File: config.mk
export PLATFORM = sky130hd
export DESIGN_NAME = fwd_scoreboard_flat
export DESIGN_NICKNAME = d
export VERILOG_FILES = /design/src/rtl/fwd_scoreboard_if.sv /design/src/rtl/fwd_scoreboard.sv /design/src/flat_wrapper.sv
export SDC_FILE = /design/constraint.sdc
export NUM_CORES = 1
export LEC_CHECK = 0
export ABC_CLOCK_PERIOD_IN_PS = 2500
export BUFFER_PORTS_ARGS = -buffer_cell sky130_fd_sc_hd__buf_2
export CELL_PAD_IN_SITES_DETAIL_PLACEMENT = 1
export CELL_PAD_IN_SITES_GLOBAL_PLACEMENT = 1
export CORE_ASPECT_RATIO = 0.8
export CORE_MARGIN = 2
export CORE_UTILIZATION = 28
export DETAILED_ROUTE_END_ITERATION = 10
export GPL_TIMING_DRIVEN = 0
export PLACE_DENSITY = 0.85
export SLEW_MARGIN = 10
export SYNTH_ARGS = -nofsm -noshare
export SYNTH_HDL_FRONTEND = slang
export SYNTH_HIERARCHICAL = 1
export SYNTH_SLANG_ARGS = --single-unit
File: constraint.sdc
create_clock -name clk -period 2.5 [get_ports clk]
set_input_delay 0.25 -clock clk [delete_from_list [all_inputs] [get_ports clk]]
set_output_delay 0.25 -clock clk [all_outputs]
set_load 0.03 [all_outputs]
File: src/rtl/fwd_scoreboard_if.sv
// Bypass/interlock bus between the D stage and fwd_scoreboard.
// Packed [port][bit] arrays are bit-identical to the flat p*W +: W layout.
interface fwd_scoreboard_if #(
  parameter int DW    = 32,
  parameter int AW    = 5,
  parameter int NRD   = 2,
  parameter int DEPTH = 3
);
  localparam int SW = $clog2(DEPTH + 1);
  localparam int RW = (DEPTH > 1) ? $clog2(DEPTH) : 1;

  logic                      iss_valid;
  logic [AW-1:0]             iss_dst;
  logic [RW-1:0]             iss_rdy;
  logic                      freeze;
  logic                      flush;
  logic [DEPTH-1:0][DW-1:0]  stg_res;
  logic [NRD-1:0][AW-1:0]    rd_addr;
  logic [NRD-1:0][DW-1:0]    rd_rf;
  logic [NRD-1:0][DW-1:0]    rd_data;
  logic [NRD-1:0][SW-1:0]    rd_sel;
  logic                      stall;
  logic [31:0]               stall_cnt;

  modport master (
    output iss_valid, iss_dst, iss_rdy, freeze, flush, stg_res, rd_addr, rd_rf,
    input  rd_data, rd_sel, stall, stall_cnt
  );
  modport slave (
    input  iss_valid, iss_dst, iss_rdy, freeze, flush, stg_res, rd_addr, rd_rf,
    output rd_data, rd_sel, stall, stall_cnt
  );
endinterface

File: src/rtl/fwd_scoreboard.sv
// Operand bypass + load-use interlock over DEPTH producer stages and NRD read ports.
// Optional: define FWD_STATS_EN to build the stall-cycle counter.

// Per-port lookup: youngest valid matching producer wins.
module fwd_port #(
  parameter int DW    = 32,
  parameter int AW    = 5,
  parameter int DEPTH = 3,
  parameter int SW    = 2,
  parameter int RW    = 2
) (
  input  logic [AW-1:0]             addr,
  input  logic [DW-1:0]             rf,
  input  logic [DEPTH-1:0]          vld,
  input  logic [DEPTH-1:0][AW-1:0]  dst,
  input  logic [DEPTH-1:0][RW-1:0]  rdy,
  input  logic [DEPTH-1:0][DW-1:0]  res,
  output logic [DW-1:0]             data,
  output logic [SW-1:0]             sel,
  output logic                      pend
);
  always_comb begin
    data = rf;
    sel  = '0;
    pend = 1'b0;
    // Scan oldest to youngest so the youngest match is the one left standing.
    for (int s = DEPTH - 1; s >= 0; s--) begin
      if (vld[s] && (dst[s] == addr) && (addr != '0)) begin
        data = res[s];
        sel  = SW'(s + 1);
        pend = (s < int'(rdy[s]));
      end
    end
  end
endmodule

module fwd_scoreboard #(
  parameter int DW    = 32,
  parameter int AW    = 5,
  parameter int NRD   = 2,
  parameter int DEPTH = 3
) (
  input logic         clk,
  input logic         reset,
  fwd_scoreboard_if.slave bus
);
  localparam int SW = $clog2(DEPTH + 1);
  localparam int RW = (DEPTH > 1) ? $clog2(DEPTH) : 1;

  logic [DEPTH-1:0]          vld_pipe;
  logic [DEPTH-1:0][AW-1:0]  dst_pipe;
  logic [DEPTH-1:0][RW-1:0]  rdy_pipe;
  logic [NRD-1:0]            pend;
  logic [NRD-1:0][DW-1:0]    rd_data_w;
  logic [NRD-1:0][SW-1:0]    rd_sel_w;

  always_ff @(posedge clk) begin
    if (reset) begin
      vld_pipe <= '0;
      dst_pipe <= '0;
      rdy_pipe <= '0;
    end else if (!bus.freeze) begin
      // A stalled or flushed D-stage instruction leaves a bubble behind.
      vld_pipe[0] <= bus.iss_valid & ~bus.stall & ~bus.flush & (bus.iss_dst != '0);
      dst_pipe[0] <= bus.iss_dst;
      rdy_pipe[0] <= bus.iss_rdy;
      for (int s = 1; s < DEPTH; s++) begin
        vld_pipe[s] <= vld_pipe[s-1] & ~(bus.flush && (s == 1));
        dst_pipe[s] <= dst_pipe[s-1];
        rdy_pipe[s] <= rdy_pipe[s-1];
      end
    end
  end

  for (genvar p = 0; p < NRD; p++) begin : g_port
    fwd_port #(.DW(DW), .AW(AW), .DEPTH(DEPTH), .SW(SW), .RW(RW)) u_port (
      .addr (bus.rd_addr[p]),
      .rf   (bus.rd_rf[p]),
      .vld  (vld_pipe),
      .dst  (dst_pipe),
      .rdy  (rdy_pipe),
      .res  (bus.stg_res),
      .data (rd_data_w[p]),
      .sel  (rd_sel_w[p]),
      .pend (pend[p])
    );
  end

  assign bus.rd_data = rd_data_w;
  assign bus.rd_sel  = rd_sel_w;
  assign bus.stall   = |pend;

`ifdef FWD_STATS_EN
  logic [31:0] stall_cnt_q;
  always_ff @(posedge clk) begin
    if (reset)                         stall_cnt_q <= '0;
    else if (bus.stall && !bus.freeze) stall_cnt_q <= stall_cnt_q + 32'd1;
  end
  assign bus.stall_cnt = stall_cnt_q;
`else
  assign bus.stall_cnt = '0;
`endif
endmodule

File: src/flat_wrapper.sv
// flat-port wrapper written by rule: the top's interface ports become plain ports
module fwd_scoreboard_flat 
#(
  parameter int DW    = 32,
  parameter int AW    = 5,
  parameter int NRD   = 2,
  parameter int DEPTH = 3
)
  (clk, reset, bus_iss_valid, bus_iss_dst, bus_iss_rdy, bus_freeze, bus_flush, bus_stg_res, bus_rd_addr, bus_rd_rf, bus_rd_data, bus_rd_sel, bus_stall, bus_stall_cnt);
  fwd_scoreboard_if #(.DW(DW), .AW(AW), .NRD(NRD), .DEPTH(DEPTH)) bus_i ();
  input logic clk;
  input logic reset;
  input wire logic [$bits(bus_i.iss_valid)-1:0] bus_iss_valid;
  input wire logic [$bits(bus_i.iss_dst)-1:0] bus_iss_dst;
  input wire logic [$bits(bus_i.iss_rdy)-1:0] bus_iss_rdy;
  input wire logic [$bits(bus_i.freeze)-1:0] bus_freeze;
  input wire logic [$bits(bus_i.flush)-1:0] bus_flush;
  input wire logic [$bits(bus_i.stg_res)-1:0] bus_stg_res;
  input wire logic [$bits(bus_i.rd_addr)-1:0] bus_rd_addr;
  input wire logic [$bits(bus_i.rd_rf)-1:0] bus_rd_rf;
  output wire logic [$bits(bus_i.rd_data)-1:0] bus_rd_data;
  output wire logic [$bits(bus_i.rd_sel)-1:0] bus_rd_sel;
  output wire logic [$bits(bus_i.stall)-1:0] bus_stall;
  output wire logic [$bits(bus_i.stall_cnt)-1:0] bus_stall_cnt;
  assign bus_i.iss_valid = bus_iss_valid;
  assign bus_i.iss_dst = bus_iss_dst;
  assign bus_i.iss_rdy = bus_iss_rdy;
  assign bus_i.freeze = bus_freeze;
  assign bus_i.flush = bus_flush;
  assign bus_i.stg_res = bus_stg_res;
  assign bus_i.rd_addr = bus_rd_addr;
  assign bus_i.rd_rf = bus_rd_rf;
  assign bus_rd_data = bus_i.rd_data;
  assign bus_rd_sel = bus_i.rd_sel;
  assign bus_stall = bus_i.stall;
  assign bus_stall_cnt = bus_i.stall_cnt;
  fwd_scoreboard #(.DW(DW), .AW(AW), .NRD(NRD), .DEPTH(DEPTH)) u_core (.clk(clk), .reset(reset), .bus(bus_i));
endmodule
# After elaboration in Yosys (flattened, before gate mapping)
# Cells that the tools add are included.
# classes
n_reduce_logical,16
muxes,18
magnitude_cmp,3
div,0
n_mul,0
shift,0
n_bitwise,6
add_sub_neg,0
n_eq_ne,6
# ops
operator,n
$mux W32,6
$eq A5 B5 Y1,6
$reduce_bool A5 Y1,3
$logic_and A1 B1 Y1,12
$mux W2,6
$mux W1,6
$and A1 B1 Y1,4
$lt A1 B2 Y1 const A,2
$lt A2 B2 Y1 const A,1
$not A1 Y1,2
$reduce_or A2 Y1,1
# totals
output_inout_bits,101
ram_bits,0
n_memories,0
elab_cells,56
regBits,24
inputBits,182
romBits,0
latchBits,0

# Depth between registers and ports, before layout
# logic_depth
ltp_word,11
mapped_depth,10
depth_no_buf,7

# Cells and area by module
# The synthesis kept the hierarchy.
# by_module_without_submodules
mod,area_each_um2,seq_area_each_um2,cells_per_inst,instances
fwd_port,1460.2,0.0,222,2
fwd_scoreboard,1116.1,480.5,116,1

# Worst setup path before layout
# OpenSTA, ideal clock, no wires.
# synth_timing
path_kind,register -> register
from,register u_core/dst_pipe[1] (netlist bit)
to,register u_core.vld_pipe[0]
setup_time_ns,0.092
t_required_ns,2.408
n_path_buf,2
period_less_slack_ns,2.137
arrival_time_ns,2.045
path_stages_with_launch,10
setup_slack_ns,0.363
cell_sequence,dfxtp_1 > xnor2_1 > nand4_1 > or3_1 > buf_2 > buf_2 > nor3_1 > a21oi_1 > or2_2 > o32ai_1
# synth_via
elab_chain_len,9
word_cells_on_any_way,13
# synth_rtl
item,line,rtl
start: declaration,fwd_scoreboard.sv:51,logic [DEPTH-1:0][AW-1:0] dst_pipe;
start signal: indexed assignment,fwd_scoreboard.sv:69,dst_pipe[s] <= dst_pipe[s-1];
$eq A5 B5 Y1,fwd_scoreboard.sv:28,if (vld[s] && (dst[s] == addr) && (addr != '0)) begin
$logic_and A1 B1 Y1 (2 in a row),fwd_scoreboard.sv:28,
$mux W1,fwd_scoreboard.sv:28,
via u_core.pend[1],fwd_scoreboard.sv:53,logic [NRD-1:0] pend;
$reduce_or A2 Y1,fwd_scoreboard.sv:91,assign bus.stall = |pend;
via bus_stall,flat_wrapper.sv:23,output wire logic [$bits(bus_i.stall)-1:0] bus_stall;
$not A1 Y1,fwd_scoreboard.sv:64,vld_pipe[0] <= bus.iss_valid & ~bus.stall & ~bus.flush & (bus.iss_dst != '0);
$and A1 B1 Y1 (3 in a row),fwd_scoreboard.sv:64,
end signal: assignment,fwd_scoreboard.sv:64,
end signal: indexed assignment,fwd_scoreboard.sv:68,vld_pipe[s] <= vld_pipe[s-1] & ~(bus.flush && (s == 1));
end: declaration,fwd_scoreboard.sv:50,logic [DEPTH-1:0] vld_pipe;
# The timed path passes the listed nets, and every way through them passes these cells.
# A chain may end at the register's enable or synchronous reset.

# Worst setup path in the final report
# layout_timing
from,register u_core/dst_pipe[6] (netlist bit)
to,output port bus_stall
# layout_via
elab_chain_len,6
word_cells_on_any_way,11
# layout_rtl
item,line
$eq A5 B5 Y1,fwd_scoreboard.sv:28
$logic_and A1 B1 Y1 (2 in a row),fwd_scoreboard.sv:28
$mux W1 (2 in a row),fwd_scoreboard.sv:28
via u_core.pend[0],fwd_scoreboard.sv:53
$reduce_or A2 Y1,fwd_scoreboard.sv:91
end: declaration,flat_wrapper.sv:23
# The timed path passes the listed nets, and every way through them passes these cells.

==> qor.csv <==
metric,value,unit
final worst setup slack,-0.03552,ns
WL/cell,20.12,um
Synth Flop Type,dfxtp_1,
CTS buffer count,3,
switching power,615.9,uW
num rows,39,
Area Overhead vs Synth,56.32,%
First DRT Iteration DRCs,331,
switching share of power,36.63,%
root buffer cell,clkbuf_16,
Comb power frac,47.4,%
Worst-Margin Slew,0.6664,ns
Max Slew Vio Count,0,
synthesized area,4036,um2
FF-to-FF path depth,9,
largest net degree at the start of global routing,15,
Internal,1066,uW
RePlAce Congestion,0.8604,
WP data required,2.25,ns
failing checks,negative setup slack,
outcome,"complete, but fails checks",
Post-Route Skew,0.004907,ns
Synth Warn #,6,
share of layout cells above drive strength 1,44.81,%
slew margin rel.,55.57,%
final period utilization,101.4,%
Post-DP HPWL,15.89,mm
Setup-failing EPs final,10,
sequential power share,24.8,%
crit end category,primary output,
Power Total,1682,uW
DIE WIDTH,138.2,um
vias in the first global route,5656,
DP Worst Slack,-0.1885,ns
GRT overflow,0,
Mapped Cells,560,
H-tree depth,1,
CP startpoint kind,flip-flop,
Synth Register Bits,24,
Clock power frac,27.9,%
Nets,1040,
Die ar.,15400,um2
All-Layer GR Usage,25.13,%
Top Usage Layer GRT,met2,
clock latency on the worst-skew pair,0.26,ns
CTS tree,built,
vias,5421,
fin cells,1041,
RSZ-0062 raised after global routing,yes,
worst hold path depth,3,
Max-Cap Viols,0,
initial antenna violation count,0,
fmax,394.4,MHz
"EDFF count, synth",0,
placed cell count,1023,
dpl cell area,5624,um2
IO buf count,248,
Cell variety after synth,34,
"Reg clk slew, reported paths",0.07,ns
worst setup path category,reg -> out,
post-DR vias/cell,5.207,
Antenna Cells,0,
post-synthesis async set-or-reset flop share,0,%
grt met1 use,32.15,%
"Max FO, Critical Path",7,
Initial Utilization,28.43,%
register area share after synthesis,11.90,%
Post-DRT Antenna Nets,0,
first-pass GRT wire length,31.42,mm
WL final,20.95,mm
met3 GRT Util,4.645,%
Core ar.,14200,um2
CTS sink count,24,
met2 Use GR,44.49,%
Worst VDD drop,179.7,uV
Pre-antenna DRT Iters,7,
Die Height,111.4,um
Final Cell Area,6310,um2
Tmin final,2.536,ns
synthesized area per cell,7.208,um2
Hold Fails Final Rpt,0,
Hold Crit Class,in -> reg,
Top Ports,283,
Leakage Power,0.003454,uW
"Arr. time, crit path",2.29,ns
Clock Tree Buf Depth,2,
DRC Markers,0,
Pwr per Cell Area,266.5,nW/um2
[cell families after synthesis]
family	count (synthesis)	share of synthesized area, %
and+or+nand+nor	129	14.88
buffers and inverters	152	20.15
muxes	22	5.456
AOI/OAI and AO/OA	202	41.01
other	1	0.09291
DFF	24	11.90
xor gates and xnor gates	30	6.510
[path summary, 6_finish.rpt]
kind / slack (ns) / from / end
worst min register to register: 0.50 / u_core/rdy_pipe[2] / u_core/rdy_pipe[4]
worst min-delay path: 0.23 / bus_iss_rdy[1] / u_core/rdy_pipe[1]
worst max-delay path: -0.04 / u_core/dst_pipe[6] / bus_stall
worst max register to register: 0.21 / u_core/dst_pipe[6] / u_core/vld_pipe[0]
[synth_stat cells, types with 4 or more instances]
cell type | count | area share [%]
xor2_1 | 4 | 0.87
o21a_1 | 64 | 12
nand2_1 | 71 | 6.6
o221ai_1 | 64 | 14
buf_2 | 14 | 1.7
buf_1 | 4 | 0.37
dfxtp_1 | 24 | 12
inv_1 | 64 | 6.0
buf_4 | 38 | 7.1
nor2_1 | 26 | 2.4
a21oi_1 | 7 | 0.87
clkbuf_1 | 21 | 2.0
nor3_1 | 4 | 0.50
a22o_1 | 64 | 14
nand4_1 | 6 | 0.93
xnor2_1 | 26 | 5.6
mux2i_1 | 22 | 5.5
buf_6 | 11 | 3.1
[flip-flops by register name (all words and copies together) (netlist names)]
name and count:
u_core/dst_pipe 15, u_core/rdy_pipe 6, u_core/vld_pipe 3
[power groups by stage]
stage               sequential, uW  combinational, uW  clock, uW
floorplan                      417                447          0
global placement               420                715          0
detailed placement             421                725          0
CTS                            413                740        474
global route                   418                852        498
finish                         416                797        469
[worst max-delay path, stage by stage, from the launching register on]
cell	delay [ns]
dfxtp_4	0.37
xnor2_2	0.17
nand4_1	0.19
or3_4	0.45
buf_12	0.16
buf_8	0.13
nand4_1	0.08
a21oi_1	0.07
or2_4	0.26
buf_6	0.14
[final cells by class]
type	instances	area, um2
Fill cell	1838	7890
Inverter	64	240.2
Buffer	88	670.6
Timing Repair Buffer	262	1549
Tap cell	184	230.2
Multi-Input combinational cell	415	3013
Clock buffer	3	75.07
Sequential cell	24	501.7
Clock inverter	1	30.03
[cell usage in the layout (no fill, tap or decap), types with 5 or more instances in the layout]
| cell type | synthesis | layout |
|---|---|---|
| a21oi_1 | 7 | 6 |
| nor2_1 | 26 | 24 |
| conb_1 | 1 | 32 |
| buf_4 | 38 | 53 |
| dfxtp_2 | 0 | 5 |
| clkbuf_1 | 21 | 9 |
| xnor2_1 | 26 | 18 |
| nand4_1 | 6 | 6 |
| mux2i_1 | 22 | 22 |
| inv_1 | 64 | 64 |
| buf_2 | 14 | 234 |
| xnor2_2 | 0 | 8 |
| o221ai_1 | 64 | 63 |
| clkbuf_16 | 0 | 5 |
| o21a_1 | 64 | 64 |
| clkbuf_4 | 0 | 5 |
| nand2_1 | 71 | 67 |
| buf_6 | 11 | 39 |
| dfxtp_1 | 24 | 15 |
| a22o_1 | 64 | 64 |
[stage by stage]
stage               hold WS, ns  setup TNS (ns)  utilization, %
detailed placement       0.4880          -1.086           39.61
CTS                      0.2310        -0.03583           41.39
finish                   0.2278         -0.1425           44.44
global route             0.2540          -1.574           44.44
floorplan                0.3939               0               -
global placement         0.4787         -0.8121           39.61
[layer usage]
layer	up-vias	wire, um
li1	2563	-
met1	2557	8934
met2	277	10150
met3	24	1572
met4	0	289
met5	-	0
[repair_timing]
item | 4_1_cts | 5_1_grt
hold buffers | 0 | 0
pin swaps | 5 | 26
cloned | 0 | 2
buffers inserted | 1 | 11
resized for setup | 53 | 115
endpoints found under the setup margin | 66 | 66
Power figures use the tool's default switching activity.
